File: src/rtl/counter_asmd_seq_ctrl_if.sv
// Control/datapath bundle for counter_asmd_seq_ctrl: request side (Go/Stop/Dir_sel/Periods),
// datapath feedback (Cnt_tc) and the sequencer's strobes and status.
interface counter_asmd_seq_ctrl_if #(
  parameter int unsigned PW = 8
);
  logic          Go;
  logic          Stop;
  logic          Dir_sel;
  logic [PW-1:0] Periods;
  logic          Cnt_tc;
  logic          Cnt_ld;
  logic          Cnt_en;
  logic          Cnt_up;
  logic          Busy;
  logic          Done;
  logic [PW-1:0] Period_cnt;

  modport master (
    output Go, Stop, Dir_sel, Periods, Cnt_tc,
    input  Cnt_ld, Cnt_en, Cnt_up, Busy, Done, Period_cnt
  );

  modport slave (
    input  Go, Stop, Dir_sel, Periods, Cnt_tc,
    output Cnt_ld, Cnt_en, Cnt_up, Busy, Done, Period_cnt
  );
endinterface

File: src/rtl/counter_asmd_seq_ctrl.sv
// ASMD sequencer for the up/down counter datapath: load, run for P_lat terminal counts, pulse Done.
// Optional AUTO_RELOAD_EN: DONE reloads and repeats the run with the same P_lat until Stop.
module counter_asmd_seq_ctrl #(
  parameter int unsigned PW = 8
) (
  input  logic                     CLK,
  input  logic                     Clrn,
  counter_asmd_seq_ctrl_if.slave   bus
);

  typedef enum logic [1:0] {
    IDLE,
    LOAD,
    RUN,
    DONE
  } state_t;

  state_t        state;
  logic [PW-1:0] p_lat;
  logic [PW-1:0] period_cnt;
  logic [PW-1:0] cnt_inc;
  logic          cnt_up;

  assign cnt_inc = period_cnt + PW'(1);

  always_ff @(posedge CLK or negedge Clrn) begin
    if (!Clrn) begin
      state      <= IDLE;
      p_lat      <= '0;
      period_cnt <= '0;
      cnt_up     <= 1'b0;
    end else begin
      case (state)
        IDLE: begin
          if (bus.Go && (bus.Periods != '0)) begin
            state      <= LOAD;
            p_lat      <= bus.Periods;
            period_cnt <= '0;
            cnt_up     <= bus.Dir_sel;
          end
        end
        LOAD: begin
          cnt_up <= bus.Dir_sel;
          state  <= bus.Stop ? IDLE : RUN;
        end
        RUN: begin
          cnt_up <= bus.Dir_sel;
          // Stop outranks a coincident terminal count, which then goes uncounted.
          if (bus.Stop) begin
            state <= IDLE;
          end else if (bus.Cnt_tc) begin
            period_cnt <= cnt_inc;
            if (cnt_inc == p_lat) begin
              state <= DONE;
            end
          end
        end
        DONE: begin
`ifdef AUTO_RELOAD_EN
          if (bus.Stop) begin
            state <= IDLE;
          end else begin
            state      <= LOAD;
            period_cnt <= '0;
            cnt_up     <= bus.Dir_sel;
          end
`else
          state <= IDLE;
`endif
        end
        default: state <= IDLE;
      endcase
    end
  end

  // Moore outputs: decoded from the state register alone.
  assign bus.Cnt_ld     = (state == LOAD);
  assign bus.Cnt_en     = (state == RUN);
  assign bus.Busy       = (state == LOAD) || (state == RUN);
  assign bus.Done       = (state == DONE);
  assign bus.Cnt_up     = cnt_up;
  assign bus.Period_cnt = period_cnt;

endmodule

File: src/flat_wrapper.sv
// flat-port wrapper written by rule: the top's interface ports become plain ports
module counter_asmd_seq_ctrl_flat 
#(
  parameter int unsigned PW = 8
)
  (CLK, Clrn, bus_Go, bus_Stop, bus_Dir_sel, bus_Periods, bus_Cnt_tc, bus_Cnt_ld, bus_Cnt_en, bus_Cnt_up, bus_Busy, bus_Done, bus_Period_cnt);
  counter_asmd_seq_ctrl_if #(.PW(PW)) bus_i ();
  input  logic CLK;
  input  logic Clrn;
  input wire logic [$bits(bus_i.Go)-1:0] bus_Go;
  input wire logic [$bits(bus_i.Stop)-1:0] bus_Stop;
  input wire logic [$bits(bus_i.Dir_sel)-1:0] bus_Dir_sel;
  input wire logic [$bits(bus_i.Periods)-1:0] bus_Periods;
  input wire logic [$bits(bus_i.Cnt_tc)-1:0] bus_Cnt_tc;
  output wire logic [$bits(bus_i.Cnt_ld)-1:0] bus_Cnt_ld;
  output wire logic [$bits(bus_i.Cnt_en)-1:0] bus_Cnt_en;
  output wire logic [$bits(bus_i.Cnt_up)-1:0] bus_Cnt_up;
  output wire logic [$bits(bus_i.Busy)-1:0] bus_Busy;
  output wire logic [$bits(bus_i.Done)-1:0] bus_Done;
  output wire logic [$bits(bus_i.Period_cnt)-1:0] bus_Period_cnt;
  assign bus_i.Go = bus_Go;
  assign bus_i.Stop = bus_Stop;
  assign bus_i.Dir_sel = bus_Dir_sel;
  assign bus_i.Periods = bus_Periods;
  assign bus_i.Cnt_tc = bus_Cnt_tc;
  assign bus_Cnt_ld = bus_i.Cnt_ld;
  assign bus_Cnt_en = bus_i.Cnt_en;
  assign bus_Cnt_up = bus_i.Cnt_up;
  assign bus_Busy = bus_i.Busy;
  assign bus_Done = bus_i.Done;
  assign bus_Period_cnt = bus_i.Period_cnt;
  counter_asmd_seq_ctrl #(.PW(PW)) u_core (.CLK(CLK), .Clrn(Clrn), .bus(bus_i));
endmodule
File: config.mk
export PLATFORM = sky130hd
export DESIGN_NAME = counter_asmd_seq_ctrl_flat
export DESIGN_NICKNAME = d
export VERILOG_FILES = /design/src/rtl/counter_asmd_seq_ctrl_if.sv /design/src/rtl/counter_asmd_seq_ctrl.sv /design/src/flat_wrapper.sv
export SDC_FILE = /design/constraint.sdc
export NUM_CORES = 1
export LEC_CHECK = 0
export CAP_MARGIN = 25
export CORE_UTILIZATION = 46
export CTS_BUF_LIST = sky130_fd_sc_hd__clkbuf_8
export CTS_CLUSTER_SIZE = 24
export DETAILED_ROUTE_END_ITERATION = 16
export PLACE_DENSITY_LB_ADDON = 0.3
export SYNTH_ARGS = -nofsm -noshare
export SYNTH_HDL_FRONTEND = slang
export SYNTH_SLANG_ARGS = --single-unit
File: constraint.sdc
create_clock -name CLK -period 2.43 [get_ports CLK]
set_clock_uncertainty 0.1 [all_clocks]
set_input_delay 0.729 -clock CLK [delete_from_list [all_inputs] [get_ports CLK]]
set_output_delay 0.729 -clock CLK [all_outputs]
set_load 0.01 [all_outputs]
==> metrics.sh <==
P_PER_AREA_nW_PER_UM2=1010
SETUP_VIOL_COUNT_FINAL=0
GRT_PASS1_WL_UM=4820
CRITICAL_PATH.ENDPOINT_TYPE='register'
TOTAL_OVERFLOW_REPORTED_BY_THE_GLOBAL_ROUTER=0
DRT.ANTENNA.VIOLATING_NETS=0
MAX-VDD-IR-DROP_V=0.000907
FIN_CRIT_PS=2380
PLACE.GP.CONGESTION=0.801
PLACE_AREA_SQ_UM=1560
FINAL_CELL_MIX='clkdlybuf4s50_1 (20), dfrtp_1 (18), buf_4 (13), nand2_1 (9), o21ai_0 (9)'
CRITICAL_PATH.CELL_CHAIN='clkdlybuf4s50_1 > or4_4 > o21ai_4 > or2_4 > a21boi_4 > mux2_4'
HOLDPATHSTAGES=1
FINAL_CORE_UTILIZATION_PCT=75.7
CP_DEPTH=6
GRT_USAGE_PCT=25.0
YS_SEQ_AREA_SHARE_PCT=40.6
TOTAL_LEAKAGE_POWER_nW=0.775
HOLD_VIOL=0
FLOW.AREA_GROWTH_FROM_SYNTHESIS_PCT=48.6
YS_TYPES=39
DIE-AREA_SQ_UM=2750
CELL_TYPES_WITH_THE_LARGEST_AREA_SHARE_AFTER_SYNTHESIS='dfrtp_1 (41%), mux2_2 (8.7%), ha_1 (5.3%)'
SYNTH_LARGEST_TYPE_AREA_FRACTION_PCT=40.6
CTS_HOLD_BUF=0
ENDPOINT_OF_THE_LOWEST_SLACK_REGISTER_TO_REGISTER_PATH='u_core.state[1]'
POST_SYNTH_INST_COUNT=117
POST-SYNTH-TOP-AREA-CELL='dfrtp_1'
TIMING.CRITICAL_PATH.SLOWEST_CELL_DELAY_PS=500
TOP_LEVEL_PORTS=27
INITIAL_ANTENNA_VIOLATION_COUNT=0
FRACTION_OF_FINAL_LAYOUT_CELLS_SIZED_BEYOND_DRIVE_STRENGTH_1_PCT=26.9
FIRST_PASS_ITERATION_COUNT_OF_THE_DETAILED_ROUTER=4
AVGROUTEDWIREPERCELL_UM=17.0
FP.DIEW_UM=52.4
LAYOUT_COMMONEST_CELL='clkdlybuf4s50_1'
POST-ROUTE-DRC-COUNT=0
CTS.SINKS=19
REQUIRED_PS=2480
SYNTH_AREA_SQ_UM=1170
CLKLATENCYLATEPIN_PS=260
MIN-DELAY-PATH-CLASS='reg2reg'
YOSYS_WARNINGS=0
CLOCK_PATH_BUFFERS=2
MAXSLEWHEADROOM_PCT=78.8
ROUTED-VIA-COUNT=1108
CTS_TREE='yes'
CLK_TRANSITION_REPORTED_PATHS_PS=80
CRIT_SLOWEST_CELL='or4_4'
CRIT_PATH_FROM='bus_Periods[5]'
CORE_SQ_UM=2300
CLOCK_TREE.ROOT_CELL='clkbuf_8'
SETUP.REG_TO_REG.WORST_SLACK_PS=150
CRITICAL_PATH.MAX_FANOUT=2
START_KIND='primary input'
PORT_BUFFERS=26
CHIPHEIGHT_UM=52.4
CP.BUFFERS_INVERTERS=1
SYNTHESIS.AREA_PER_INSTANCE_SQ_UM=10.0
STATUS='complete, no violations'
START_UTIL_PCT=50.9
WHS_ENDPOINT='u_core.bus.Cnt_up'
FIN_NETS=180
YS_SEQ_ELEMENTS=19
CRIT_FAMILY='simple AND/OR/NAND/NOR gates'
R2R-START='u_core.bus.Period_cnt[1]'
MIN_PERIOD_OVER_PERIOD_PCT=97.9
CRIT_PATH_SETUP_SLACK_LAYOUT_PS=50.6
NUMBER_OF_DIODES=0
TIMING.HOLD.WORST.START='u_core.bus.Cnt_up'
MAX_SLEW.WORST_PIN.SLEW_PS=314
POSTLAYOUTCELLAREA_SQ_UM=1740
WORST-ENDPOINT-ARRIVAL_PS=2430
VIA_PER_INST=5.89
PLACE.DETAILED.HPWL_UM=2120
FIRST_GLOBAL_VIAS=1019
NUMCTSBUFFERS=3
ROUTED_WIRE_LENGTH_UM=3200
SYN_NETS=136
CRITPATHKIND='in2reg'
MAX_CAPACITANCE_VIOLATION_TOTAL=0
DP_WORST_SETUP_SLACK_PS=-310
FINAL_MAX_SLEW_VIOL_COUNT=0
STD_CELL_ROWS=17
WORST_R2R_PATH_DEPTH=7
LEVEL_COUNT_OF_THE_CLOCK_H_TREE=1
FMAX_GHz=0.420
INITIALDRTVIOLATIONCOUNT=32
LARGEST_NET_DEGREE_AT_THE_START_OF_GLOBAL_ROUTING=20
power breakdown:
group	leakage, nW	total, mW	internal (mW)	switching [mW]
clock network	0.0255	0.229	0.114	0.115
logic	0.509	1.02	0.609	0.412
registers	0.241	0.508	0.414	0.0938
kinds of logic after synthesis:
group / after synthesis / synth area share (%)
adders and majority gates: 5 / 5.35
xor gates and xnor gates: 9 / 6.74
and+or+nand+nor: 36 / 18.5
DFF: 19 / 40.6
muxes: 9 / 8.66
AOI/OAI and AO/OA: 32 / 17.6
buffers and inverters: 7 / 2.46
routing by layer:
layer,GRT usage [%],vias to the layer above,share of wire (%)
li1,-,517,-
met4,10.5,0,2.7
met5,0,-,0
met1,30.4,538,41
met3,4.35,8,5.3
met2,42.8,45,51
area by class of cell:
type | instances | area (sq um)
clock inverter | 1 | 5.00
clock buffer | 3 | 41.3
tap | 28 | 35.0
sequential | 19 | 477
inverter | 3 | 11.3
fill | 161 | 559
timing repair buffer | 43 | 449
multi-input combinational | 91 | 719
sequential cells by signal, indices dropped and copies added, names as in the netlist:
name                   cells
u_core.bus.Cnt_up          1
u_core.bus.Period_cnt      8
u_core.p_lat               8
u_core.state               2
Yosys cell counts, drive strengths merged:
cell type	n
ha	5
a21o	2
nor3b	2
a2bb2oi	1
o21ai	13
nand2	9
and4	2
a21boi	1
o211ai	1
nand3	3
dfrtp	19
a31o	1
xor2	4
nor4b	1
mux2	9
clkbuf	2
o31ai	4
nor2	2
nand2b	1
and4b	1
a31oi	2
xnor2	5
o311ai	1
inv	3
nand4	2
a2111o	1
a211oi	1
nor2b	4
nand4b	1
o21a	1
o22ai	1
and2	3
buf	2
or4	2
or3	1
a21oi	2
or2	2
worst reg2reg max path, stage by stage (launching register included):
cell and delay (ps):
dfrtp_1 380, ha_1 190, nand3_1 120, or2_2 360, xnor2_1 140, a2111o_1 320
or3_1 400, o211ai_1 180
stage by stage:
step           hold WS, ps  std cells  TNS [ps]  power, mW
6_report               418        188         0       1.76
4_1_cts                417        184         0       1.72
3_5_place_dp           396        178     -4640       1.32
2_1_floorplan          333        117         0      0.977
3_3_place_gp           392        178     -4020       1.27
5_1_grt                445        188     -1.02       1.85
how the worst max path moves through the flow:
stage,endpoint
finish,u_core.bus.Cnt_up
global route,u_core.bus.Period_cnt[0]
CTS,u_core.bus.Cnt_up
detailed placement,u_core.bus.Cnt_up
global placement,u_core.bus.Cnt_up
floorplan,u_core.bus.Cnt_up
repair_timing:
item,4_1_cts,5_1_grt
endpoints found under the setup margin,4,19
gates resized for setup,9,11
gates cloned,1,0
setup buffers,1,4
pin swaps,3,5
(Power assumes the default switching activity.)
